--- src/rtl/conv_window_feeder.sv ---
// Serialises one captured pixel/weight window onto o_pixel/o_weight, one tap per clock starting the cycle after the handshake,
// then zero-fills DRAIN_CYCLES cycles; o_ready is high only in IDLE, and new windows are refused while a window streams or drains.
module conv_window_feeder #(
    parameter int WIDTH        = 32,
    parameter int TAPS         = 9,
    parameter int DRAIN_CYCLES = 4
) (
    input  logic                    clk,
    input  logic                    rst,
    input  logic                    i_valid,
    output logic                    o_ready,
    input  logic [TAPS*WIDTH-1:0]   i_window,
    input  logic [TAPS*WIDTH-1:0]   i_weights,
    output logic [WIDTH-1:0]        o_pixel,
    output logic [WIDTH-1:0]        o_weight,
    output logic                    o_valid,
    output logic                    o_first,
    output logic                    o_last,
    output logic                    o_done
);
    localparam int TW = (TAPS > 1) ? $clog2(TAPS) : 1;
    localparam int DW = (DRAIN_CYCLES > 1) ? $clog2(DRAIN_CYCLES) : 1;
    localparam logic [TW-1:0] LAST_TAP   = TW'(TAPS - 1);
    localparam logic [DW-1:0] LAST_DRAIN = (DRAIN_CYCLES > 0) ? DW'(DRAIN_CYCLES - 1) : '0;

    typedef enum logic [1:0] {IDLE, STREAM, DRAIN} state_t;

    state_t           state_q, state_d;
    logic [TW-1:0]    tap_q, tap_d;
    logic [DW-1:0]    drain_q, drain_d;
    logic [WIDTH-1:0] pix_buf_q [TAPS];
    logic [WIDTH-1:0] wt_buf_q  [TAPS];
    logic [WIDTH-1:0] pixel_q, pixel_d;
    logic [WIDTH-1:0] weight_q, weight_d;
    logic             valid_q, valid_d;
    logic             first_q, first_d;
    logic             last_q, last_d;
    logic             done_q, done_d;
    logic             accept;

    assign o_ready = (state_q == IDLE) && !rst;
    assign accept  = i_valid && o_ready;

    // tap_q / drain_q always index the word currently presented on the outputs
    always_comb begin
        state_d  = state_q;
        tap_d    = tap_q;
        drain_d  = drain_q;
        pixel_d  = '0;
        weight_d = '0;
        valid_d  = 1'b0;
        first_d  = 1'b0;
        last_d   = 1'b0;
        done_d   = 1'b0;
        unique case (state_q)
            IDLE: begin
                if (accept) begin
                    state_d  = STREAM;
                    tap_d    = '0;
                    pixel_d  = i_window[0 +: WIDTH];
                    weight_d = i_weights[0 +: WIDTH];
                    valid_d  = 1'b1;
                    first_d  = 1'b1;
                    last_d   = (TAPS == 1);
                    done_d   = (TAPS == 1) && (DRAIN_CYCLES == 0);
                end
            end
            STREAM: begin
                if (tap_q == LAST_TAP) begin
                    tap_d = '0;
                    if (DRAIN_CYCLES == 0) begin
                        state_d = IDLE;
                    end else begin
                        state_d = DRAIN;
                        drain_d = '0;
                        done_d  = (DRAIN_CYCLES == 1);
                    end
                end else begin
                    tap_d    = tap_q + TW'(1);
                    pixel_d  = pix_buf_q[tap_d];
                    weight_d = wt_buf_q[tap_d];
                    valid_d  = 1'b1;
                    last_d   = (tap_d == LAST_TAP);
                    done_d   = last_d && (DRAIN_CYCLES == 0);
                end
            end
            DRAIN: begin
                if (drain_q == LAST_DRAIN) begin
                    state_d = IDLE;
                end else begin
                    drain_d = drain_q + DW'(1);
                    done_d  = (drain_d == LAST_DRAIN);
                end
            end
            default: state_d = IDLE;
        endcase
    end

    always_ff @(posedge clk) begin
        if (rst) begin
            state_q  <= IDLE;
            tap_q    <= '0;
            drain_q  <= '0;
            pixel_q  <= '0;
            weight_q <= '0;
            valid_q  <= 1'b0;
            first_q  <= 1'b0;
            last_q   <= 1'b0;
            done_q   <= 1'b0;
        end else begin
            state_q  <= state_d;
            tap_q    <= tap_d;
            drain_q  <= drain_d;
            pixel_q  <= pixel_d;
            weight_q <= weight_d;
            valid_q  <= valid_d;
            first_q  <= first_d;
            last_q   <= last_d;
            done_q   <= done_d;
        end
    end

    always_ff @(posedge clk) begin
        if (accept) begin
            for (int k = 0; k < TAPS; k++) begin
                pix_buf_q[k] <= i_window[k*WIDTH +: WIDTH];
                wt_buf_q[k]  <= i_weights[k*WIDTH +: WIDTH];
            end
        end
    end

    assign o_pixel  = pixel_q;
    assign o_weight = weight_q;
    assign o_valid  = valid_q;
    assign o_first  = first_q;
    assign o_last   = last_q;
    assign o_done   = done_q;

endmodule

--- config.mk ---
export PLATFORM = sky130hd
export DESIGN_NAME = conv_window_feeder
export DESIGN_NICKNAME = d
export VERILOG_FILES = /design/src/rtl/conv_window_feeder.sv
export SDC_FILE = /design/constraint.sdc
export NUM_CORES = 1
export LEC_CHECK = 0
export BUFFER_PORTS_ARGS = -buffer_cell sky130_fd_sc_hd__buf_2
export CAP_MARGIN = 20
export CORE_AREA = 2 2 256 258
export DETAILED_ROUTE_END_ITERATION = 8
export DIE_AREA = 0 0 258 260
export PLACE_DENSITY = 0.62
export SETUP_SLACK_MARGIN = 0.15
export SKIP_LAST_GASP = 1
export SYNTH_ARGS = -nofsm -noshare
export SYNTH_HDL_FRONTEND = slang
export SYNTH_SLANG_ARGS = --single-unit
export TNS_END_PERCENT = 50
--- constraint.sdc ---
create_clock -name clk -period 24.5 [get_ports clk]
set_clock_uncertainty 0.05 [all_clocks]
set_input_delay 2.45 -clock clk [delete_from_list [all_inputs] [get_ports clk]]
set_output_delay 2.45 -clock clk [all_outputs]
set_load 0.1 [all_outputs]
==> flow_metrics.py, run 1 <==
metrics = {
    "placement": {
        "hpwl_um": 43010,
        "gp_congestion": 0.8385,
        "dp_worst_setup_slack_ns": 18.09,
        "port_buffers": 647,
    },
    "hold_path": {
        "hp-class": "register to register",
    },
    "logic_synthesis": {
        "syn-cell-area_um2": 24490,
        "synth.area.top_cells": "edfxtp_1 (71%), mux4_1 (9.4%), dfxtp_1 (6.2%)",
        "yosys.area.top_type": "edfxtp_1",
        "ys_async_sr_fraction": 0,
        "synth_edf_count": 576,
        "synth_ff_type": "edfxtp_1",
        "netlist.area_leader.share": 0.7064,
        "synth_cell_types": 35,
        "ys_seq_elements": 652,
        "synthesis.nets": 1724,
        "syn_inst": 1141,
        "yosysSeqAreaShare": 0.7685,
        "ys_warn_count": 0,
        "syn_avg_cell_area_um2": 21.46,
    },
    "clock_network": {
        "clock-sinks": 652,
        "root_buffer": "clkbuf_16",
        "cts_buffers": 71,
        "path_clk_slew_ns": 0.06,
        "postCtsSetupRepairBufs": 0,
        "clockBufferDepth": 3,
        "cts-resized-gates": 0,
        "postCtsHoldBufs": 0,
        "clk_latency_ns": 0.59,
        "cts_tree": "built",
        "h-tree-depth": 3,
    },
    "drt": {
        "vias_per_cell": 4.937,
        "drtIter0Drc": 1111,
        "remaining_drc_errors": 0,
        "final_antenna_net_count": 0,
        "wl_per_cell_um": 22.98,
        "vias": 13550,
        "routed_wl_um": 63070,
        "drt_pass1_iterations": 5,
    },
    "power_and_ir_drop": {
        "seqPwrFrac": 0.491,
        "p_per_area_nw_per_um2": 85.66,
        "comb_power_share": 0.118,
        "vdd_drop_max_v": 0.00005830,
        "p_sw_frac": 0.2420,
        "p_clk_frac": 0.390,
        "p_int_w": 0.002000,
        "switching_power_w": 0.0006386,
        "leakagePower_nw": 11.99,
    },
    "worst_setup_path": {
        "cp.required_ns": 24.66,
        "cp_max_fo": 203,
        "cp_common_cell": "buf_4",
        "cpMaxStageDelayCell": "buf_4",
        "startpoint_type": "input pin",
        "arrival_ns": 6.03,
        "slowest_delay_ns": 0.94,
        "endpoint_kind": "register",
        "path_class": "input pin to register",
        "crit_chain": "buf_2 > nor2b_1 > nor3b_4 > buf_12 > buf_4 > buf_4",
    },
    "floorplan": {
        "die_y_um": 260,
        "start_util": 0.3819,
        "die_w_um": 258,
        "dieArea_um2": 67080,
        "pin_count": 648,
        "rows": 93,
        "core_area_um2": 64120,
    },
    "sta": {
        "rsz0062_at_grt": "false",
        "max_freq_ghz": 0.1702,
        "min_period_ns": 5.875,
        "setup_tns_ns": 0,
        "setup-violations-final": 0,
        "slew_headroom": 0.2420,
        "finalCritPeriodShare": 0.2398,
        "timing.hold.ws_ns": 0.4355,
        "drv_slew": 0,
        "tightest_slew_ns": 1.137,
        "finalHoldViolations": 0,
        "setup_slack_ns": 18.63,
    },
    "layout": {
        "drive_gt1_frac": 0.4352,
        "syn_to_final_growth_pct": 25.79,
        "fin_nets": 2402,
    },
    "global_route": {
        "grt_pass1_wl_um": 89820,
        "grt_usage": 0.1817,
        "grt_overflow": 0,
        "grt_max_degree": 209,
        "antenna_found_initial": 24,
        "grt_pass1_vias": 14450,
    },
    "flow_run": {
        "drv_cap": 0,
    },
    "status": {
        "outcome": "completed",
    },
}
cell families (layout without fill, tap and decap cells):
group,Yosys count,after routing,share of synthesized area
AO/OA/AOI/OAI,73,73,0.02524
XOR/XNOR,2,2,0.0007155
adder cells (fa/ha/maj),4,4,0.002044
buffers and inverters,124,858,0.02928
flip-flops,652,652,0.7685
multiplexers,191,191,0.1570
other,0,14,0
AND/OR/NAND/NOR,95,95,0.01722
Yosys cell counts, drive strengths merged (2+ instances only):
cell type	instances
dfxtp	76
o221ai	64
and3b	2
nand2	69
o21ai	2
buf	27
nor3b	3
mux2i	63
nand2b	3
or2	2
nor2	9
mux4	128
nor2b	2
inv	67
edfxtp	576
ha	4
a21oi	4
clkbuf	29
xor2	2
nor3	3
power groups by stage:
stage                     Clock (W)  Combinational, W  Sequential (W)
after floorplan                   0          0.000139         0.00143
after global placement            0          0.000311         0.00132
after detailed placement          0          0.000316         0.00132
after CTS                   0.00106          0.000317         0.00130
after global routing        0.00110          0.000331         0.00130
final                       0.00103          0.000312         0.00130
cell type report:
type / count / area, um^2
fillers: 5471 / 33310
repair buffers: 661 / 3368
inverters: 68 / 257.7
flip-flops and latches: 652 / 18820
clock buffers: 94 / 1954
clock inverters: 35 / 295.3
multi-input cells: 365 / 5004
diodes: 14 / 35.03
well taps: 855 / 1070
registers in the layout, summed over array words and instances (netlist names):
signal and cells:
drain_q 2, o_done 1, o_first 1, o_last 1, o_pixel 32, o_valid 1, o_weight 32, pix_buf_q 288
state_q 2, tap_q 4, wt_buf_q 288
metrics by stage:
step	cell area, um^2	std cells	utilization	total power, W
2_1_floorplan	24490	1141	-	0.001574
3_3_place_gp	28520	2601	0.4448	0.001628
3_5_place_dp	28520	2601	0.4448	0.001635
4_1_cts	30770	2730	0.4799	0.002672
5_1_grt	30790	2739	0.4802	0.002730
6_report	30800	2744	0.4804	0.002639
path summary, 6_finish.rpt:
check	startpoint	endpoint	slack, ns	cells after the start
worst max-delay path	rst	pix_buf_q[3][3]	18.63	6
worst min-delay path	drain_q[0]	drain_q[0]	0.44	2
worst max register to register	tap_q[0]	o_weight[1]	20.39	7
worst min register to register	drain_q[0]	drain_q[0]	0.44	2
cells in the final DEF, fill, tap and decap left out, types with 2 or more instances in the layout:
master,Yosys,routed
clkinv_2,0,14
nor3_1,2,2
o21ai_0,2,2
or2_2,2,2
dfxtp_1,76,76
clkinv_1,1,10
nor2_1,9,9
buf_2,8,647
nor2b_1,2,2
o221ai_1,63,63
clkbuf_16,0,72
edfxtp_1,576,576
nand2_1,69,68
nor3b_1,2,2
diode_2,0,14
ha_1,4,3
bufinv_16,0,4
mux4_2,40,40
clkbuf_1,18,15
inv_6,0,4
inv_1,67,67
mux2i_1,63,63
mux4_1,88,88
buf_4,9,12
buf_12,0,2
nand2b_1,3,2
clkbuf_8,11,7
a21oi_1,4,4
metal layers:
metal  vias to the layer above  share of wire  GRT usage
met5                         -         0.0022          0
met2                       511           0.53     0.3221
met1                      6816           0.37     0.2107
met4                        22          0.022    0.06390
met3                       111          0.075    0.05166
li1                       6088              -          -
critical path: cells and delay by family:
kind | cells | cell delay, ns
buf+inv | 4 | 2.78
simple gates | 2 | 0.49
No activity file was read; power rests on OpenSTA's default activity.
==> inputs of run 2 (changes only) <==
==> constraint.sdc (replaced) <==
create_clock -name clk -period 5.5 [get_ports clk]
set_clock_uncertainty 0.05 [all_clocks]
set_input_delay 0.55 -clock clk [delete_from_list [all_inputs] [get_ports clk]]
set_output_delay 0.55 -clock clk [all_outputs]
set_load 0.1 [all_outputs]
==> run 2 against run 1 <==
  * Core utilization grew 0.52 points
  * Critical path depth is the same
  * Clock power grew to 4.7 times the previous value
  * Die area is the same
  * Sequential power grew to 4.4 times the previous value
==> flow_metrics.py, run 2 (synthesis gave the netlist of run 1 again) <==
metrics = {
    "status": {
        "outcome": "completed",
    },
    "worst_setup_path": {
        "endpoint_kind": "register",
        "arrival_ns": 3.49,
        "path_class": "register to register",
        "cpMaxStageDelayCell": "ha_4",
        "startpoint_type": "register",
        "r2r_end": "o_weight[3]",
        "cp_max_fo": 54,
        "crit_chain": "inv_4 > ha_4 > buf_12 > mux4_1 > mux2i_1 > o221ai_1",
        "reg2reg_from": "tap_q[0]",
        "slowest_delay_ns": 0.67,
        "worst_r2r_path_depth": 6,
        "cp.required_ns": 5.89,
        "r2r_setup_slack_ns": 2.40,
    },
    "global_route": {
        "grt_pass1_vias": 14480,
        "grt_max_degree": 166,
        "grt_pass1_wl_um": 90950,
        "antenna_found_initial": 36,
        "grt_usage": 0.1847,
        "grt_overflow": 0,
    },
    "sta": {
        "slew_headroom": 0.3364,
        "setup-violations-final": 0,
        "setup_tns_ns": 0,
        "drv_slew": 0,
        "max_freq_ghz": 0.3230,
        "tightest_slew_ns": 0.9954,
        "min_period_ns": 3.096,
        "finalHoldViolations": 0,
        "rsz0062_at_grt": "false",
        "finalCritPeriodShare": 0.5629,
    },
    "placement": {
        "placed_area_um2": 28670,
        "port_buffers": 647,
        "hpwl_um": 44410,
        "gp_congestion": 0.8503,
    },
    "clock_network": {
        "clk_latency_ns": 0.59,
        "root_buffer": "clkbuf_16",
        "path_clk_slew_ns": 0.06,
        "clock-sinks": 652,
        "postCtsHoldBufs": 0,
        "cts_tree": "built",
        "cts_buffers": 70,
        "clockBufferDepth": 3,
        "h-tree-depth": 3,
        "cts-resized-gates": 0,
        "postCtsSetupRepairBufs": 0,
    },
    "drt": {
        "drt_pass1_iterations": 5,
        "remaining_drc_errors": 0,
        "drtIter0Drc": 831,
        "routed_wl_um": 63590,
        "vias_per_cell": 4.946,
        "final_antenna_net_count": 0,
        "wl_per_cell_um": 23.02,
        "vias": 13660,
    },
    "power_and_ir_drop": {
        "power_w": 0.01204,
        "vdd_drop_max_v": 0.0003158,
        "p_per_area_nw_per_um2": 386.8,
        "leakagePower_nw": 12.11,
    },
    "floorplan": {
        "die_y_um": 260,
        "rows": 93,
        "die_w_um": 258,
        "core_area_um2": 64120,
        "start_util": 0.3819,
        "pin_count": 648,
        "dieArea_um2": 67080,
    },
    "layout": {
        "n_fill_cell": 5361,
        "layout_commonest_cell": "buf_2",
        "fin_nets": 2408,
        "final_cell_mix": "buf_2 (647), edfxtp_1 (576), mux4_1 (88)",
        "fin_area_um2": 31130,
        "syn_to_final_growth_pct": 27.14,
        "top_regs": "pix_buf_q x288, wt_buf_q x288",
        "drive_gt1_frac": 0.4397,
    },
    "hold_path": {
        "hold-path-cell-count": 1,
        "min_to": "wt_buf_q[8][0]",
        "worstHoldStart": "i_weights[256]",
        "hp-class": "input pin to register",
    },
    "flow_run": {
        "drv_cap": 0,
    },
}
==> run 2: cell count changes in the layout (fill, tap and decap cells not counted), sizes merged <==
cell / previous run / this run
diode: 14 / 26
clkinv: 26 / 15
buf: 661 / 668
bufinv: 4 / 9
clkbuf: 94 / 98
clkinvlp: 1 / 3
inv: 72 / 71
==> run 2: area by class of cell <==
type | instances | area (um^2) | share of cell area
multi-input combinational | 365 | 5004 | 0.1607
antenna | 26 | 65.06 | 0.002090
sequential | 652 | 18820 | 0.6045
clock buffer | 98 | 1978 | 0.06354
inverter | 68 | 257.7 | 0.008279
clock inverter | 30 | 424.2 | 0.01362
tap | 855 | 1070 | 0.03436
timing repair buffer | 668 | 3516 | 0.1129
==> run 2: metrics by stage <==
step,setup WS (ns),hold slack (ns),util,instances
2_1_floorplan,1.585,0.3992,-,1141
3_3_place_gp,2.414,0.4095,0.4467,2607
3_5_place_dp,2.363,0.4233,0.4471,2608
4_1_cts,2.354,0.02652,0.4846,2736
5_1_grt,2.193,0.03875,0.4854,2758
6_report,2.404,0.08045,0.4856,2762
==> run 2: layer usage <==
metal / track usage / share of wire / wire (um)
met4: 0.07996 / 0.030 / 1892
met1: 0.2207 / 0.38 / 24290
met2: 0.3130 / 0.51 / 32310
met3: 0.05292 / 0.078 / 4982
met5: 0 / 0.0019 / 118
==> run 2: critical path, delay by kind of cell (launching register included) <==
family	cells	cell delay (ns)
compound gates	1	0.14
fa+ha+maj	1	0.67
buf+inv	2	0.65
flops	1	0.46
mux	2	0.81
==> run 2: worst max-delay path by stage <==
| stage | start | to | depth (start not counted) |
|---|---|---|---|
| finish | tap_q[0] | o_weight[3] | 6 |
| global route | tap_q[0] | o_pixel[24] | 6 |
| CTS | tap_q[0] | o_weight[14] | 6 |
| global placement | tap_q[0] | o_pixel[28] | 6 |
| detailed placement | tap_q[0] | o_weight[3] | 6 |
| floorplan | i_valid | pix_buf_q[0][0] | 3 |
==> run 2: power breakdown <==
group,internal (W),switching [W]
sequential,0.00570,0.0000753
combinational,0.000529,0.000872
clock,0.00295,0.00192
